[src/rtl/reg_file.sv]
`default_nettype none
// ============================================================================
//  Module      : reg_file
//  Description : 16 x W register file with two combinational read ports,
//                write-to-read bypass, r0 hardwired to zero, and a
//                valid/ready serial dump engine that streams r0..r15.
//  Revision    : 1.0 - initial release
// ============================================================================
module reg_file #(
    parameter int W = 16
) (
    input  logic         clk,
    input  logic         reset,
    input  logic         we,
    input  logic [3:0]   wa,
    input  logic [W-1:0] wd,
    input  logic [3:0]   ra1,
    input  logic [3:0]   ra2,
    output logic [W-1:0] rd1,
    output logic [W-1:0] rd2,
    input  logic         dump_start,
    output logic         dump_valid,
    input  logic         dump_ready,
    output logic [3:0]   dump_addr,
    output logic [W-1:0] dump_data,
    output logic         dump_busy,
    output logic         dump_done
);

    typedef enum logic [1:0] {
        ST_IDLE = 2'd0,
        ST_SEND = 2'd1,
        ST_DONE = 2'd2
    } state_t;

    localparam logic [3:0] C_LAST_ADDR = 4'd15;

    logic [W-1:0] r_regs [16];

    state_t       r_state;
    logic         r_dump_valid;
    logic [3:0]   r_dump_addr;
    logic [W-1:0] r_dump_data;
    logic         r_dump_busy;
    logic         r_dump_done;

    logic         w_wr_hit;
    logic         w_xfer;
    logic [3:0]   w_next_addr;
    logic [W-1:0] w_next_data;

    // A write to r0 is a no-op, so only non-zero addresses count as hits.
    assign w_wr_hit = we && (wa != 4'd0);

    // Value a register will hold after this edge: r0 is always zero and a
    // same-cycle write to the addressed register is forwarded.
    function automatic logic [W-1:0] read_bypass(input logic [3:0] addr);
        logic [W-1:0] v;
        if (addr == 4'd0) begin
            v = '0;
        end else if (w_wr_hit && (wa == addr)) begin
            v = wd;
        end else begin
            v = r_regs[addr];
        end
        return v;
    endfunction

    assign rd1 = read_bypass(ra1);
    assign rd2 = read_bypass(ra2);

    assign w_xfer      = r_dump_valid && dump_ready;
    assign w_next_addr = r_dump_addr + 4'd1;
    assign w_next_data = read_bypass(w_next_addr);

    // Register storage: cleared by reset, one decoded write per cycle.
    always_ff @(posedge clk) begin
        if (reset) begin
            for (int i = 0; i < 16; i++) begin
                r_regs[i] <= '0;
            end
        end else if (w_wr_hit) begin
            r_regs[wa] <= wd;
        end
    end

    // Dump engine: word snapshot is captured on entry/advance and held
    // through stalls, so later writes do not disturb a pending word.
    always_ff @(posedge clk) begin
        if (reset) begin
            r_state      <= ST_IDLE;
            r_dump_valid <= 1'b0;
            r_dump_addr  <= 4'd0;
            r_dump_data  <= '0;
            r_dump_busy  <= 1'b0;
            r_dump_done  <= 1'b0;
        end else begin
            case (r_state)
                ST_IDLE: begin
                    r_dump_done <= 1'b0;
                    if (dump_start) begin
                        r_state      <= ST_SEND;
                        r_dump_valid <= 1'b1;
                        r_dump_busy  <= 1'b1;
                        r_dump_addr  <= 4'd0;
                        r_dump_data  <= read_bypass(4'd0);
                    end
                end
                ST_SEND: begin
                    if (w_xfer) begin
                        if (r_dump_addr == C_LAST_ADDR) begin
                            r_state      <= ST_DONE;
                            r_dump_valid <= 1'b0;
                            r_dump_done  <= 1'b1;
                        end else begin
                            r_dump_addr <= w_next_addr;
                            r_dump_data <= w_next_data;
                        end
                    end
                end
                ST_DONE: begin
                    // dump_start is deliberately ignored here.
                    r_state      <= ST_IDLE;
                    r_dump_done  <= 1'b0;
                    r_dump_busy  <= 1'b0;
                    r_dump_valid <= 1'b0;
                end
                default: begin
                    r_state      <= ST_IDLE;
                    r_dump_valid <= 1'b0;
                    r_dump_busy  <= 1'b0;
                    r_dump_done  <= 1'b0;
                end
            endcase
        end
    end

    assign dump_valid = r_dump_valid;
    assign dump_addr  = r_dump_addr;
    assign dump_data  = r_dump_data;
    assign dump_busy  = r_dump_busy;
    assign dump_done  = r_dump_done;

endmodule
`default_nettype wire

[config.mk]
export PLATFORM = sky130hd
export DESIGN_NAME = reg_file
export DESIGN_NICKNAME = d
export VERILOG_FILES = /design/src/rtl/reg_file.sv
export SDC_FILE = /design/constraint.sdc
export NUM_CORES = 1
export LEC_CHECK = 0
export CORE_MARGIN = 1.5
export CORE_UTILIZATION = 25
export CTS_CLUSTER_DIAMETER = 50
export CTS_CLUSTER_SIZE = 40
export DETAILED_ROUTE_END_ITERATION = 10
export SYNTH_ARGS = -nofsm -noshare
export SYNTH_HDL_FRONTEND = slang
export SYNTH_SLANG_ARGS = --single-unit
[constraint.sdc]
create_clock -name clk -period 3.14 [get_ports clk]
set_clock_uncertainty 0.15 [all_clocks]
set_input_delay 0.314 -clock clk [delete_from_list [all_inputs] [get_ports clk]]
set_output_delay 0.314 -clock clk [all_outputs]
set_load 0.05 [all_outputs]
Yosys cells after proc, flatten, opt, wreduce, memory -nomap -nowiden --
Memory sizes are Yosys's and may differ from the RTL's. Index checks and enable logic that the tools add are counted.
Cells by class: $add $sub $neg 1, $mul 0, div/mod/pow operators 0, $lt $le $gt $ge 0, equal/unequal tests 9, shifts and indexed selects 0, multiplexer cells 31, bitwise gates (word level) 1, reduce and logical (&&, ||, !) cells 17
Operator list (count):
- $mux W16 | 10
- $pmux W16 S2 | 1
- $mux W4 | 4
- $reduce_or A16 Y1 | 1
- $eq A4 B4 Y1 | 3
- $logic_not A4 Y1 | 3
- $mux W1 | 9
- $ne A2 B2 Y1 const B | 4
- $pmux W4 S2 | 1
- $mux W2 | 3
- $logic_and A1 B1 Y1 | 5
- $add A4 B1 Y4 const B | 1
- $eq A4 B4 Y1 const B | 1
- $pmux W1 S2 | 2
- $pmux W2 S2 | 1
- $reduce_and A2 Y1 | 2
- $reduce_and A4 Y1 | 1
- $reduce_bool A4 Y1 | 1
- $reduce_and A3 Y1 | 1
- $eq A2 B1 Y1 const B | 1
- $logic_not A2 Y1 | 1
- $reduce_bool A2 Y1 | 1
- $reduce_or A2 Y1 | 1
- $not A1 Y1 | 1
Word-level totals: register bits after elaboration 25, bits in latches 0, memory bits (writable) 256, ROM bits 0, input port bits 33, logic and storage cells 66, memories 1
Memories:
- r_regs | words 16, width 16, rd ports 3, clocked after memory_dff 0, wr ports 16, RTL line 38 | logic [W-1:0] r_regs [16];

Logic depth before layout (Yosys ltp) --
depth after elaboration 8, gate-level depth with buffers 8, depth with buffers taken out 6

Worst setup path after synthesis --
Ideal clock, no wire load.
kind input to register, start point in reset, end point mem r_regs[3][0] (enable), setup time 0.414 ns, arrival 2.385 ns, data required time 2.576 ns, setup slack 0.191 ns, cell stages on the path 5, path buffers 2, path through clkbuf_1 nor2b_1 nand3_1 clkbuf_1 o31ai_1
RTL lines:
- start: declaration | RTL line 13 | input logic reset,
- end: declaration | RTL line 38

Worst setup path in the final report --
start point in ra1[1], end point out rd1[12]
On the way: longest elaborated chain between the ends 4, elaborated cells between the ends (all ways) 6, classes of those cells 1 x eq/ne; 2 x mux; 2 x reduce/logical; 1 x memory
RTL lines:
- start: declaration | RTL line 17 | input logic [3:0] ra1,
- branches (longest 3 deep; another with $mem_v2 Z16 W16)
- $mux W16 (*) | RTL line 59 | if (addr == 4'd0) begin
- end: declaration | RTL line 19 | output logic [W-1:0] rd1,
Every way passes the cells marked *.

==> results.sh <==
export IMPL_status="finished clean"
export IMPL_tightest_slew_ns=0.809
export IMPL_hold_path_class="in2reg"
export IMPL_syn_avg_cell_area_um2=14.9
export IMPL_clk_path_buf_depth=3
export IMPL_cts_sinks=280
export IMPL_core_area_um2=68700
export IMPL_post_dp_cell_area_um2=19800
export IMPL_yosysTopAreaCellShare=0.443
export IMPL_ctsResizeCount=0
export IMPL_die_area_um2=71100
export IMPL_cp_start_kind="input port"
export IMPL_grt_max_degree=36
export IMPL_finalSetupTns_ns=0
export IMPL_place_hpwl_mm=37.0
export IMPL_ys_warn_count=0
export IMPL_gr_total_overflow=0
export IMPL_yosysTopAreaCell="edfxtp_1"
export IMPL_ys_top_cells_by_count="edfxtp_1 (256), nor3_1 (193), mux4_2 (118)"
export IMPL_drt_wl_total_mm=55.0
export IMPL_fin_crit_ns=2.95
export IMPL_cts_max_level=1
export IMPL_antenna_cells=0
export IMPL_gr_usage_all_layers=0.153
export IMPL_setup_worst_path_class="in2out"
export IMPL_vias=12043
export IMPL_ys_top_cells_by_area="edfxtp_1 (44%), mux4_1 (16%), mux4_2 (15%), nor3_1 (5.6%), dfxtp_1 (2.8%)"
export IMPL_die_height_um=267
export IMPL_final_cells=2198
export IMPL_async_flop_share=0
export IMPL_syn_area_um2=17400
export IMPL_start_util=0.253
export IMPL_path_max_fanout=28
export IMPL_ys_seq_elements=280
export IMPL_wl_per_cell_um=25.0
export IMPL_fmax_ghz=0.339
export IMPL_p_per_area_nw_per_um2=477
export IMPL_root_buffer="clkbuf_16"
export IMPL_dp_slack_ns=0.247
export IMPL_netlist_instances=1169
export IMPL_fin_crit_sh=0.940
export IMPL_end_kind="output pin"
export IMPL_cap_violations=0
export IMPL_leakagePower_uw=0.00691
export IMPL_antenna_found_initial=0
export IMPL_synthAdderAreaFrac=0.000720
export IMPL_areaGrowthSynthToFinish_pct=19.1
export IMPL_worstPathArrival_ns=2.49
export IMPL_dp_cells=2153
export IMPL_ir_drop_mv=0.341
export IMPL_drc_errors=0
export IMPL_nets=1283
export IMPL_synthXorXnorAreaFrac=0.00908
export IMPL_via_per_inst=5.48
export IMPL_num_rows=96
export IMPL_stdcell_area_um2=20700
export IMPL_clkSlewWorstSetupHoldPaths_ns=0.08
export IMPL_cts_buffers=25
export IMPL_drive_gt1_frac=0.273
export IMPL_synth_edff_count=256
export IMPL_ios=88
export IMPL_layout_setup_ws_ns=0.190
export IMPL_grt_first_pass_wirelength_mm=81.1
export IMPL_slew_violations=0
export IMPL_reg2reg_setup_slack_ns=0.51
export IMPL_synth_top_family_by_area="multiplexers"
export IMPL_first_iter_violations=1179
export IMPL_synthMuxAreaShare=0.342
export IMPL_gp_congestion=0.853
export IMPL_tritoncts="built"
export IMPL_grt_setup_unrepaired="false"
export IMPL_ant_nets=0
export IMPL_synth_simple_gate_area_frac=0.0962
export IMPL_yosys_most_used_dff="edfxtp_1"
export IMPL_fillerInstances=6862
export IMPL_hold_buffers=0
export IMPL_power_total_uw=9870
export IMPL_postCtsSetupRepairBufs=0
export IMPL_worstPathRequired_ns=2.68
export IMPL_yosysSeqAreaShare=0.470
export IMPL_synth_most_common_cell="edfxtp_1"
export IMPL_die_x_um=267
export IMPL_relSlewSlack=0.460
export IMPL_drtPass1Iterations=7
export IMPL_yosysUniqueCellTypes=48
export IMPL_synth_compound_area_frac=0.0274
export IMPL_portBuffers=87
export IMPL_setup_viol=0
export IMPL_hold_viol=0
export IMPL_worstSkewPairLatency_ns=0.57
export IMPL_grt_pass1_vias=12087
## layer usage
metal  GRT usage  vias to the layer above  part of all wire
met5           0                        -                 0
met4      0.0792                        0             0.053
met3      0.0219                      155             0.069
met2       0.271                      640              0.51
met1       0.180                     6212              0.37
li1            -                     5036                 -
## layout make-up
type / count / area (µm²) / share of cell area
inverter: 50 / 188 / 0.00907
multi-input combinational: 709 / 8440 / 0.408
clock inverter: 19 / 246 / 0.0119
clock buffer: 26 / 629 / 0.0304
tap: 931 / 1160 / 0.0563
sequential: 280 / 8170 / 0.395
timing repair buffer: 183 / 1850 / 0.0895
## path summary, 6_finish.rpt
path	startpoint	to	cells past startpoint
hold / removal	dump_start	r_state[0]	3
hold reg to reg	r_state[1]	r_state[0]	1
setup / recovery	ra1[1]	rd1[12]	7
setup reg to reg	dump_addr[1]	dump_data[1]	6
## registers in the layout (all words and copies together) (netlist names)
| name | flops |
|---|---|
| dump_busy | 1 |
| dump_done | 1 |
| r_regs | 256 |
| dump_data | 16 |
| dump_addr | 4 |
| r_state | 2 |
## where the power goes
part / switching [µW] / internal (µW)
clock: 1720 / 1610
sequential: 153 / 4280
combinational: 1180 / 934
## logic make-up after synthesis
logic type	count (synthesis)
simple gates	329
flops	280
mux	272
buf+inv	195
compound gates	76
xor+xnor	15
fa+ha+maj	1
other cells	1
## stage by stage
| step | utilization | hold WS [ns] |
|---|---|---|
| after floorplan | - | 0.272 |
| after detailed placement | 0.288 | 0.297 |
| after global routing | 0.301 | 0.254 |
| after global placement | 0.288 | 0.292 |
| after CTS | 0.301 | 0.202 |
| final | 0.301 | 0.224 |
## critical path, cell delays in order
cell and delay [ns]:
buf_2 0.42, buf_4 0.47, mux4_1 0.41, mux4_2 0.49, inv_1 0.08, o21ai_1 0.06, buf_4 0.20
## cell usage in the layout, fill, tap and decap left out, types with 3 or more instances in the layout
| cell type | n |
|---|---|
| a21oi_1 | 4 |
| buf_12 | 30 |
| buf_2 | 6 |
| buf_4 | 100 |
| clkbuf_16 | 25 |
| clkdlybuf4s50_1 | 47 |
| clkinv_8 | 4 |
| conb_1 | 16 |
| dfxtp_1 | 23 |
| edfxtp_1 | 256 |
| inv_1 | 50 |
| inv_12 | 6 |
| inv_6 | 3 |
| inv_8 | 4 |
| mux2_2 | 15 |
| mux2i_1 | 32 |
| mux4_1 | 106 |
| mux4_2 | 118 |
| nand2_1 | 52 |
| nand2_2 | 3 |
| nand3_1 | 4 |
| nand3b_1 | 4 |
| nand4_1 | 4 |
| nor2_1 | 8 |
| nor2b_1 | 3 |
| nor3_1 | 193 |
| nor4_1 | 49 |
| o21ai_0 | 3 |
| o21ai_1 | 30 |
| o21ai_2 | 14 |
| o221ai_1 | 16 |
| o31ai_4 | 3 |
| xnor2_1 | 12 |
Power figures use the tool's default switching activity.
